[src/rtl/unidade_controle_multiciclo_if.sv]
// Control bundle between the multi-cycle MIPS controller (master) and its datapath (slave).
interface unidade_controle_multiciclo_if;
  logic [5:0] opcode;
  logic       memReady;
  logic       pcWrite;
  logic       pcWriteCond;
  logic       iorD;
  logic       memRead;
  logic       memWrite;
  logic       irWrite;
  logic       memToReg;
  logic       regDst;
  logic       regWrite;
  logic       aluSrcA;
  logic [1:0] aluSrcB;
  logic [1:0] aluOp;
  logic [1:0] pcSource;
  logic       instrDone;
  logic       illegalOp;

  modport master (
    input  opcode, memReady,
    output pcWrite, pcWriteCond, iorD, memRead, memWrite, irWrite, memToReg,
           regDst, regWrite, aluSrcA, aluSrcB, aluOp, pcSource, instrDone, illegalOp
  );

  modport slave (
    output opcode, memReady,
    input  pcWrite, pcWriteCond, iorD, memRead, memWrite, irWrite, memToReg,
           regDst, regWrite, aluSrcA, aluSrcB, aluOp, pcSource, instrDone, illegalOp
  );
endinterface

[src/rtl/unidade_controle_multiciclo.sv]
// Multi-cycle MIPS control FSM (LW/SW/R/BEQ/J) for a shared-ALU, single-memory datapath.
//  state    | meaning
//  FETCH    | read instruction at PC, PC+4 -> PC on memReady
//  DECODE   | branch target -> ALUOut, dispatch on opcode
//  MEM_ADDR | base + imm -> ALUOut
//  MEM_RD   | load read, waits on memReady
//  MEM_WB   | MDR -> rt
//  MEM_WR   | store write, waits on memReady
//  R_EXEC   | A op B
//  R_WB     | ALUOut -> rd
//  BEQ_EXEC | A - B, PC <- ALUOut if zero
//  J_EXEC   | PC <- jump target
module unidade_controle_multiciclo (
  input  logic                          clock,
  input  logic                          reset,
  unidade_controle_multiciclo_if.master ctl
);
  localparam logic [5:0] OPCODE_LW  = 6'b100011;
  localparam logic [5:0] OPCODE_SW  = 6'b101011;
  localparam logic [5:0] OPCODE_R   = 6'b000000;
  localparam logic [5:0] OPCODE_BEQ = 6'b000100;
  localparam logic [5:0] OPCODE_J   = 6'b000010;

  localparam logic [3:0] S_FETCH    = 4'd0;
  localparam logic [3:0] S_DECODE   = 4'd1;
  localparam logic [3:0] S_MEM_ADDR = 4'd2;
  localparam logic [3:0] S_MEM_RD   = 4'd3;
  localparam logic [3:0] S_MEM_WB   = 4'd4;
  localparam logic [3:0] S_MEM_WR   = 4'd5;
  localparam logic [3:0] S_R_EXEC   = 4'd6;
  localparam logic [3:0] S_R_WB     = 4'd7;
  localparam logic [3:0] S_BEQ_EXEC = 4'd8;
  localparam logic [3:0] S_J_EXEC   = 4'd9;

  logic [3:0] state_q, state_d;
  logic       illegal_op_q, illegal_op_d;

  logic       pc_write, pc_write_cond, ior_d, mem_read, mem_write, ir_write;
  logic       mem_to_reg, reg_dst, reg_write, alu_src_a, instr_done, decode_bad;
  logic [1:0] alu_src_b, alu_op, pc_source;

  always_comb begin
    state_d       = state_q;
    illegal_op_d  = illegal_op_q;
    pc_write      = 1'b0;
    pc_write_cond = 1'b0;
    ior_d         = 1'b0;
    mem_read      = 1'b0;
    mem_write     = 1'b0;
    ir_write      = 1'b0;
    mem_to_reg    = 1'b0;
    reg_dst       = 1'b0;
    reg_write     = 1'b0;
    alu_src_a     = 1'b0;
    alu_src_b     = 2'b00;
    alu_op        = 2'b00;
    pc_source     = 2'b00;
    instr_done    = 1'b0;
    decode_bad    = 1'b0;
    case (state_q)
      S_FETCH: begin
        mem_read  = 1'b1;
        alu_src_b = 2'b01;
        ir_write  = ctl.memReady;
        pc_write  = ctl.memReady;
        if (ctl.memReady) state_d = S_DECODE;
      end
      S_DECODE: begin
        alu_src_b = 2'b11;
        case (ctl.opcode)
          OPCODE_LW, OPCODE_SW: state_d = S_MEM_ADDR;
          OPCODE_R:             state_d = S_R_EXEC;
          OPCODE_BEQ:           state_d = S_BEQ_EXEC;
          OPCODE_J:             state_d = S_J_EXEC;
          default: begin
            // Unsupported opcode retires as a NOP and flags the sticky error.
            decode_bad   = 1'b1;
            illegal_op_d = 1'b1;
            instr_done   = 1'b1;
            state_d      = S_FETCH;
          end
        endcase
      end
      S_MEM_ADDR: begin
        alu_src_a = 1'b1;
        alu_src_b = 2'b10;
        if (ctl.opcode == OPCODE_LW)      state_d = S_MEM_RD;
        else if (ctl.opcode == OPCODE_SW) state_d = S_MEM_WR;
        else                              state_d = S_FETCH;
      end
      S_MEM_RD: begin
        mem_read = 1'b1;
        ior_d    = 1'b1;
        if (ctl.memReady) state_d = S_MEM_WB;
      end
      S_MEM_WB: begin
        mem_to_reg = 1'b1;
        reg_write  = 1'b1;
        instr_done = 1'b1;
        state_d    = S_FETCH;
      end
      S_MEM_WR: begin
        mem_write = 1'b1;
        ior_d     = 1'b1;
        if (ctl.memReady) begin
          instr_done = 1'b1;
          state_d    = S_FETCH;
        end
      end
      S_R_EXEC: begin
        alu_src_a = 1'b1;
        alu_op    = 2'b10;
        state_d   = S_R_WB;
      end
      S_R_WB: begin
        reg_dst    = 1'b1;
        reg_write  = 1'b1;
        instr_done = 1'b1;
        state_d    = S_FETCH;
      end
      S_BEQ_EXEC: begin
        alu_src_a     = 1'b1;
        alu_op        = 2'b01;
        pc_write_cond = 1'b1;
        pc_source     = 2'b01;
        instr_done    = 1'b1;
        state_d       = S_FETCH;
      end
      S_J_EXEC: begin
        pc_write   = 1'b1;
        pc_source  = 2'b10;
        instr_done = 1'b1;
        state_d    = S_FETCH;
      end
      default: state_d = S_FETCH;
    endcase
  end

  always_ff @(posedge clock or posedge reset) begin
    if (reset) begin
      state_q      <= S_FETCH;
      illegal_op_q <= 1'b0;
    end else begin
      state_q      <= state_d;
      illegal_op_q <= illegal_op_d;
    end
  end

  // Reset masks every output asynchronously so nothing is driven while held.
  assign ctl.pcWrite     = ~reset & pc_write;
  assign ctl.pcWriteCond = ~reset & pc_write_cond;
  assign ctl.iorD        = ~reset & ior_d;
  assign ctl.memRead     = ~reset & mem_read;
  assign ctl.memWrite    = ~reset & mem_write;
  assign ctl.irWrite     = ~reset & ir_write;
  assign ctl.memToReg    = ~reset & mem_to_reg;
  assign ctl.regDst      = ~reset & reg_dst;
  assign ctl.regWrite    = ~reset & reg_write;
  assign ctl.aluSrcA     = ~reset & alu_src_a;
  assign ctl.aluSrcB     = reset ? 2'b00 : alu_src_b;
  assign ctl.aluOp       = reset ? 2'b00 : alu_op;
  assign ctl.pcSource    = reset ? 2'b00 : pc_source;
  assign ctl.instrDone   = ~reset & instr_done;
  assign ctl.illegalOp   = ~reset & (illegal_op_q | decode_bad);
endmodule
[src/flat_wrapper.sv]
// flat-port wrapper written by rule: the top's interface ports become plain ports
module unidade_controle_multiciclo_flat 
  (clock, reset, ctl_opcode, ctl_memReady, ctl_pcWrite, ctl_pcWriteCond, ctl_iorD, ctl_memRead, ctl_memWrite, ctl_irWrite, ctl_memToReg, ctl_regDst, ctl_regWrite, ctl_aluSrcA, ctl_aluSrcB, ctl_aluOp, ctl_pcSource, ctl_instrDone, ctl_illegalOp);
  unidade_controle_multiciclo_if ctl_i ();
  input  logic clock;
  input  logic reset;
  input wire logic [$bits(ctl_i.opcode)-1:0] ctl_opcode;
  input wire logic [$bits(ctl_i.memReady)-1:0] ctl_memReady;
  output wire logic [$bits(ctl_i.pcWrite)-1:0] ctl_pcWrite;
  output wire logic [$bits(ctl_i.pcWriteCond)-1:0] ctl_pcWriteCond;
  output wire logic [$bits(ctl_i.iorD)-1:0] ctl_iorD;
  output wire logic [$bits(ctl_i.memRead)-1:0] ctl_memRead;
  output wire logic [$bits(ctl_i.memWrite)-1:0] ctl_memWrite;
  output wire logic [$bits(ctl_i.irWrite)-1:0] ctl_irWrite;
  output wire logic [$bits(ctl_i.memToReg)-1:0] ctl_memToReg;
  output wire logic [$bits(ctl_i.regDst)-1:0] ctl_regDst;
  output wire logic [$bits(ctl_i.regWrite)-1:0] ctl_regWrite;
  output wire logic [$bits(ctl_i.aluSrcA)-1:0] ctl_aluSrcA;
  output wire logic [$bits(ctl_i.aluSrcB)-1:0] ctl_aluSrcB;
  output wire logic [$bits(ctl_i.aluOp)-1:0] ctl_aluOp;
  output wire logic [$bits(ctl_i.pcSource)-1:0] ctl_pcSource;
  output wire logic [$bits(ctl_i.instrDone)-1:0] ctl_instrDone;
  output wire logic [$bits(ctl_i.illegalOp)-1:0] ctl_illegalOp;
  assign ctl_i.opcode = ctl_opcode;
  assign ctl_i.memReady = ctl_memReady;
  assign ctl_pcWrite = ctl_i.pcWrite;
  assign ctl_pcWriteCond = ctl_i.pcWriteCond;
  assign ctl_iorD = ctl_i.iorD;
  assign ctl_memRead = ctl_i.memRead;
  assign ctl_memWrite = ctl_i.memWrite;
  assign ctl_irWrite = ctl_i.irWrite;
  assign ctl_memToReg = ctl_i.memToReg;
  assign ctl_regDst = ctl_i.regDst;
  assign ctl_regWrite = ctl_i.regWrite;
  assign ctl_aluSrcA = ctl_i.aluSrcA;
  assign ctl_aluSrcB = ctl_i.aluSrcB;
  assign ctl_aluOp = ctl_i.aluOp;
  assign ctl_pcSource = ctl_i.pcSource;
  assign ctl_instrDone = ctl_i.instrDone;
  assign ctl_illegalOp = ctl_i.illegalOp;
  unidade_controle_multiciclo u_core (.clock(clock), .reset(reset), .ctl(ctl_i));
endmodule
[config.mk]
export PLATFORM = sky130hd
export DESIGN_NAME = unidade_controle_multiciclo_flat
export DESIGN_NICKNAME = d
export VERILOG_FILES = /design/src/rtl/unidade_controle_multiciclo_if.sv /design/src/rtl/unidade_controle_multiciclo.sv /design/src/flat_wrapper.sv
export SDC_FILE = /design/constraint.sdc
export NUM_CORES = 1
export LEC_CHECK = 0
export ABC_AREA = 1
export CORE_UTILIZATION = 40
export DETAILED_ROUTE_END_ITERATION = 16
export PLACE_DENSITY = 0.82
export SYNTH_ARGS = -nofsm -noshare
export SYNTH_HDL_FRONTEND = slang
export SYNTH_SLANG_ARGS = --single-unit
[constraint.sdc]
create_clock -name clock -period 1.6 [get_ports clock]
set_input_delay 0.4 -clock clock [delete_from_list [all_inputs] [get_ports clock]]
set_output_delay 0.4 -clock clock [all_outputs]
set_load 0.1 [all_outputs]
==> flow_summary.toml, run 1 <==
[synth]
syn_nets = 116
syn_avg_cell_area_um2 = 5.43
yosys_warnings = 0
synth_enable_flop_cells = 0
ys_ff_latch = 5
ys_types = 19
synth_top_area_share_pct = 21.6
synth-seq-area-share_pct = 21.6
async_reset_ff_share_pct = 100
synthTopCellsByArea = "dfrtp_1 (22%), nor2_1 (17%), nand2_1 (12%)"
synth_ff_type = "dfrtp_1"
synth_cells = 107
synthesis.area_um2 = 581
synth_top_cell_by_area = "dfrtp_1"

[floorplanning]
io_pins = 27
die_h_um = 40.1
initial_core_util_pct = 44.1
rows = 13
die_w_um = 40.1

[placement]
place_congestion = 0.847
port-buffer-count = 26

[status]
failed_stage = "detailed placement"
status = "stopped before the end"
firstError = "[ERROR DPL-0038] Utilization greater than 100%, impossible to legalize"
per-stage QoR:
stage | hold WS [ns] | worst slack, ns | setup TNS [ns] | instances | cell area, um2
after floorplan | 0.446 | -0.378 | -3.79 | 107 | 815
after global placement | 0.463 | -0.557 | -1.67 | 168 | 1410
synth_stat cells, types with 2 or more instances:
master,n
nand2_1,19
a21oi_1,5
inv_1,16
nor2_2,4
nor3_1,4
nor2_1,26
nand3_1,12
nand2_2,3
inv_2,3
nand4_1,2
dfrtp_1,5
kinds of logic after synthesis:
family / share of synthesized area (%)
and+or+nand+nor: 58.0
AOI/OAI and AO/OA: 5.39
buffers and inverters: 15.1
DFF: 21.6
==> inputs of run 2 (changes only) <==
--- a/config.mk
+++ b/config.mk
@@ -6,9 +6,10 @@
 export NUM_CORES = 1
 export LEC_CHECK = 0
 export ABC_AREA = 1
-export CORE_UTILIZATION = 40
+export CORE_AREA = 2 2 63 65
 export DETAILED_ROUTE_END_ITERATION = 16
-export PLACE_DENSITY = 0.82
+export DIE_AREA = 0 0 65 67
+export PLACE_DENSITY_LB_ADDON = 0.15
 export SYNTH_ARGS = -nofsm -noshare
 export SYNTH_HDL_FRONTEND = slang
 export SYNTH_SLANG_ARGS = --single-unit
==> run 2 against run 1 <==
  * The flow now finishes, with violations (negative setup slack)
  * Synthesized cell count unchanged
  * Area after synthesis did not move
==> flow_summary.toml, run 2 <==
[finish]
fillCellCount = 350
final_common_cell = "buf_4"
reg_top3 = "u_core.state_q (4), u_core.illegal_op_q (1)"
final_cell_mix = "buf_4 (37), nor2_4 (20), buf_12 (19)"
top_register = "u_core.state_q"
largest_reg_flops = 4
final_nets = 188
post-route-cell-area_um2 = 1790
area_growth_syn_to_layout_pct = 208
num_antenna_cells = 0
instances_no_fill = 226
drive_gt1_share_pct = 73.6

[clocking]
cts_root_buf = "clkbuf_8"
cts_tree = "done"
cts_buffer_depth = 2
cts_hold_buf = 0
cts_buffers = 3
cts.clk_slew.worst_paths_ns = 0.03
cts.sinks = 5
htreeDepth = 1
insertion_delay_ns = 0.22

[timing]
fmax_mhz = 524
rsz0062_at_grt = "yes"
hold_violations = 0
tightest_slew_ns = 0.262
setup_viol = 18
finalClockSkew_ns = 0.000315
maxSlewHeadroom_pct = 82.4
slew_viol_final = 0
min_period_ns = 1.91
layout_setup_ws_ns = -0.307
min_period_over_period_pct = 119

[grt]
grt_max_degree = 19
first_global_vias = 900
antenna_found_initial = 0
gr-total-overflow = 0
grt_usage_pct = 11.4
grt_pass1_wl_mm = 3.86

[floorplanning]
io_pins = 27
die_w_um = 65
coreArea_um2 = 3610
die_h_um = 67
die_area_um2 = 4360
initial_core_util_pct = 16.1
rows = 22

[setup_path]
crit_top_cell = "nor2_4"
cp_slowest_stage_delay_ns = 0.42
critPathLaunchType = "flop"
critPathTopFamily = "simple AND/OR/NAND/NOR gates"
path_buf_inv = 2
endpoint_kind = "output pin"
crit_fanout = 4
r2r_cells = 10
required_ns = 1.20
path_class = "flop to output pin"
cp_cell_sequence = "inv_2 > nand2_4 > nor2_4 > nand3_2 > nor2_4 > nor2_2 > nor2_4 > buf_12"
cp.arrival_ns = 1.51
r2r_setup_slack_ns = 0.24
cp_slowest_cell = "dfrtp_2"
reg2reg_to = "u_core.state_q[0]"
r2r-start = "u_core.state_q[2]"

[synth]
synth.most_common_cell = "nor2_1"
synth_ff_type = "dfrtp_1"
ys_ff_latch = 5
async_reset_ff_share_pct = 100
synth_cells = 107
synth_top_area_share_pct = 21.6
synthTopCellsByArea = "dfrtp_1 (22%), nor2_1 (17%), nand2_1 (12%)"
synth-seq-area-share_pct = 21.6
syn_avg_cell_area_um2 = 5.43
synth_enable_flop_cells = 0
synthesis.area_um2 = 581
ys_types = 19
synth_top_cell_by_area = "dfrtp_1"
synthTopCellsByCount = "nor2_1 (26), nand2_1 (19), inv_1 (16)"
syn_nets = 116
yosys_warnings = 0

[power]
ir_drop_v = 0.000348
leakagePower_nw = 0.787
power_density_nw_per_um2 = 900

[detailed_routing]
wire_per_inst_um = 9.98
vias_per_cell = 4.01
drtIter0Drc = 21
wl_met1_um = 925
post-route-drc-count = 0
wl_met3_um = 71
totalWireLength_mm = 2.26
met2_wirelength_mm = 1.25
dr.max_layer_used = "met4"
dr_total_vias = 906
first_pass_iters = 4
antenna_left = 0

[placement]
place_area_um2 = 1490
dp_cells = 206
port-buffer-count = 26
place_congestion = 0.775
hpwlAfterDp_mm = 1.77

[status]
status = "complete, but fails checks"
violations = "negative setup slack"

[run]
cap_viol_max_count = 0

[hold_path]
hold_class = "primary input to asynchronous set/reset pin"
## run 2: cell counts after synthesis
Identical to the previous run, type by type.
## run 2: worst register-to-register path, cell delays in order, from the launching register on
cell and delay [ns]:
dfrtp_1 0.39, inv_2 0.07, buf_4 0.13, nand3_2 0.09, inv_2 0.06, buf_4 0.12, buf_4 0.12, nor2_1 0.08
nand3_1 0.08, nand2_1 0.06, nand2_1 0.05
## run 2: power by group
| part | internal [mW] | total, mW | switching [mW] |
|---|---|---|---|
| Sequential | 0.146 | 0.184 | 0.0374 |
| Combinational | 0.503 | 1.20 | 0.698 |
| Clock | 0.171 | 0.227 | 0.0566 |
| Total | 0.820 | 1.61 | 0.792 |
## run 2: routing by layer
metal / vias to the layer above / GRT usage, %
met5: - / 0
met4: 0 / 4.79
met3: 2 / 1.35
met2: 17 / 22.0
met1: 410 / 12.6
li1: 477 / -
## run 2: layout make-up
class / instances / area (um2) / share of cell area, %
timing repair buffer: 70 / 782 / 43.7
multi-input combinational: 80 / 694 / 38.8
sequential: 5 / 128 / 7.13
inverter: 19 / 81.3 / 4.54
tap: 48 / 60.1 / 3.35
clock buffer: 4 / 45.0 / 2.52
## run 2: per-stage QoR
stage               setup WS [ns]  TNS, ns  hold slack [ns]  power, mW  util (%)
global route               -0.411    -4.93            0.310       1.70      49.7
detailed placement         -0.578    -1.87            0.472       1.19      41.3
finish                     -0.307    -3.65            0.302       1.61      49.7
floorplan                  -0.378    -3.79            0.446      0.794         -
CTS                        -0.314    -3.98            0.302       1.62      48.0
global placement           -0.554    -1.78            0.466       1.19      41.3
## run 2: what timing repair did
| action | 4_1_cts | 5_1_grt |
|---|---|---|
| endpoints found under the setup margin | 18 | 19 |
| gates resized for setup | 38 | 34 |
| endpoints found under the hold margin | 0 | 0 |
| setup buffers | 14 | 4 |
| pin swaps | 12 | 15 |
## run 2: cells by family (layout without fill, tap and decap cells)
family	Yosys count	in the layout	synth area share, %
buf+inv	22	93	15.1
flops	5	5	21.6
compound gates	6	6	5.39
simple gates	74	74	58.0
## run 2: worst max path at each step
stage / from / endpoint / slack, ns / depth (start not counted)
3_3_place_gp: ctl_opcode[0] / ctl_instrDone / -0.55 / 9
4_1_cts: ctl_opcode[5] / ctl_illegalOp / -0.31 / 8
6_report: u_core.state_q[1] / ctl_instrDone / -0.31 / 8
3_5_place_dp: ctl_opcode[0] / ctl_illegalOp / -0.58 / 9
5_1_grt: u_core.state_q[1] / ctl_instrDone / -0.41 / 8
2_1_floorplan: u_core.state_q[3] / ctl_memToReg / -0.38 / 3
(Power assumes the default switching activity.)
==> inputs of run 3 (changes only) <==
--- a/config.mk
+++ b/config.mk
@@ -6,6 +6,8 @@
 export NUM_CORES = 1
 export LEC_CHECK = 0
 export ABC_AREA = 1
+export CELL_PAD_IN_SITES_DETAIL_PLACEMENT = 0
+export CELL_PAD_IN_SITES_GLOBAL_PLACEMENT = 1
 export CORE_AREA = 2 2 63 65
 export DETAILED_ROUTE_END_ITERATION = 16
 export DIE_AREA = 0 0 65 67
==> run 3 against run 2 <==
  * The flow still finishes with violations (negative setup slack)
  * Utilization down 2.0 points
  * First-iteration DRC count is 4.8% lower
  * Sequential power is 4% lower
  * Critical path depth unchanged
  * Sequential cell count stayed put
  * Clock power up 2%
  * Power shrank 2.9%
  * Sequential share of layout area rose by 0.30 points
  * Clock skew is essentially flat
  * Non-clock buffer count shrank 9
==> flow_summary.toml, run 3 (synthesized netlist as in run 2, its figures left out) <==
[finish]
final_common_cell = "buf_4"
seq_area_um2 = 128
reg_top3 = "u_core.state_q (4), u_core.illegal_op_q (1)"
drive_gt1_share_pct = 66.9
num_antenna_cells = 0
fillCellCount = 357
final_cell_mix = "buf_4 (29), buf_12 (21), nor2_4 (16)"
instances_no_fill = 217
final_nets = 179
largest_reg_flops = 4
area_growth_syn_to_layout_pct = 196
multiInputGateArea_um2 = 671
top_register = "u_core.state_q"

[setup_path]
r2r_setup_slack_ns = 0.23
required_ns = 1.20
path_class = "flop to output pin"
r2r_cells = 10
endpoint_kind = "output pin"
cp.arrival_ns = 1.51
crit_fanout = 4
critPathLaunchType = "flop"

[timing]
setup_viol = 18
min_period_over_period_pct = 120
slew_viol_final = 0
maxSlewHeadroom_pct = 82.9
fmax_mhz = 522
holdWs_ns = 0.298
hold_violations = 0
layout_setup_ws_ns = -0.315
min_period_ns = 1.91
rsz0062_at_grt = "yes"
tightest_slew_ns = 0.254
finalClockSkew_ns = 0.000609

[power]
power.total_mw = 1.56
power_density_nw_per_um2 = 911
ir_drop_v = 0.000343
leakagePower_nw = 0.752

[hold_path]
hold_class = "primary input to asynchronous set/reset pin"

[placement]
place_congestion = 0.755
dp_cells = 207
port-buffer-count = 26
dpl_worst_slack_ns = -0.627
hpwlAfterDp_mm = 1.99

[clocking]
cts_root_buf = "clkbuf_8"
cts_buffer_depth = 2
htreeDepth = 1
cts_buffers = 3
cts_tree = "done"
cts.clk_slew.worst_paths_ns = 0.03
cts.sinks = 5
insertion_delay_ns = 0.22

[grt]
grt_max_degree = 11
first_global_vias = 881
grt_usage_pct = 11.6
gr-total-overflow = 0
antenna_found_initial = 0
grt_pass1_wl_mm = 3.81

[status]
violations = "negative setup slack"
status = "complete, but fails checks"

[detailed_routing]
totalWireLength_mm = 2.27
first_pass_iters = 4
dr_total_vias = 871
drtIter0Drc = 20
antenna_left = 0
wire_per_inst_um = 10.5
vias_per_cell = 4.01
post-route-drc-count = 0

[floorplanning]
die_h_um = 67
io_pins = 27
coreArea_um2 = 3610
die_w_um = 65
rows = 22
initial_core_util_pct = 16.1
die_area_um2 = 4360

[run]
cap_viol_max_count = 0
-- run 3: final cells by class --
cell class | count | share of cell area, %
Clock buffer | 4 | 2.62
Inverter | 19 | 4.30
Multi-Input combinational cell | 80 | 39.0
Sequential cell | 5 | 7.43
Tap cell | 48 | 3.50
Timing Repair Buffer | 61 | 43.1
-- run 3: routing by layer --
layer  global-route usage (%)  part of all wire [%]  up-vias
met5                        0                     0        -
met4                     4.79                   1.1        0
met3                     1.52                   2.5        2
met2                     23.3                    60       17
met1                     11.9                    37      396
li1                         -                     -      456
-- run 3: power by group --
group | leakage [nW] | internal [mW] | switching, mW | total (mW)
logic | 0.669 | 0.469 | 0.689 | 1.16
registers | 0.0598 | 0.146 | 0.0308 | 0.177
clock network | 0.0228 | 0.171 | 0.0597 | 0.231
-- run 3: path summary, 6_finish.rpt --
path,from,endpoint
min reg2reg,u_core.illegal_op_q,u_core.illegal_op_q
min in group clock,u_core.illegal_op_q,u_core.illegal_op_q
min,reset,u_core.state_q[2]
max reg2reg,u_core.state_q[3],u_core.state_q[2]
max,u_core.state_q[3],ctl_pcWrite
max in group asynchronous,reset,u_core.state_q[1]
-- run 3: through the flow --
step	utilization (%)	setup TNS [ns]	instance area, um2
final	47.6	-3.80	1720
after global routing	47.6	-5.24	1720
after CTS	44.7	-4.50	1610
after detailed placement	41.8	-2.31	1510
after global placement	41.8	-2.18	1510
after floorplan	-	-3.79	815
-- run 3: timing repair --
action,in CTS,in global routing
endpoints found under the setup margin,18,18
resized for setup,23,15
setup buffers,2,4
pin swaps,13,11
hold buffers,0,0
-- run 3: critical path: stages, from the launching register on --
cell	delay [ns]
dfrtp_1	0.37
inv_2	0.12
buf_4	0.12
buf_4	0.10
nand3_4	0.08
inv_4	0.08
nand2_4	0.06
a21oi_4	0.17
buf_12	0.19
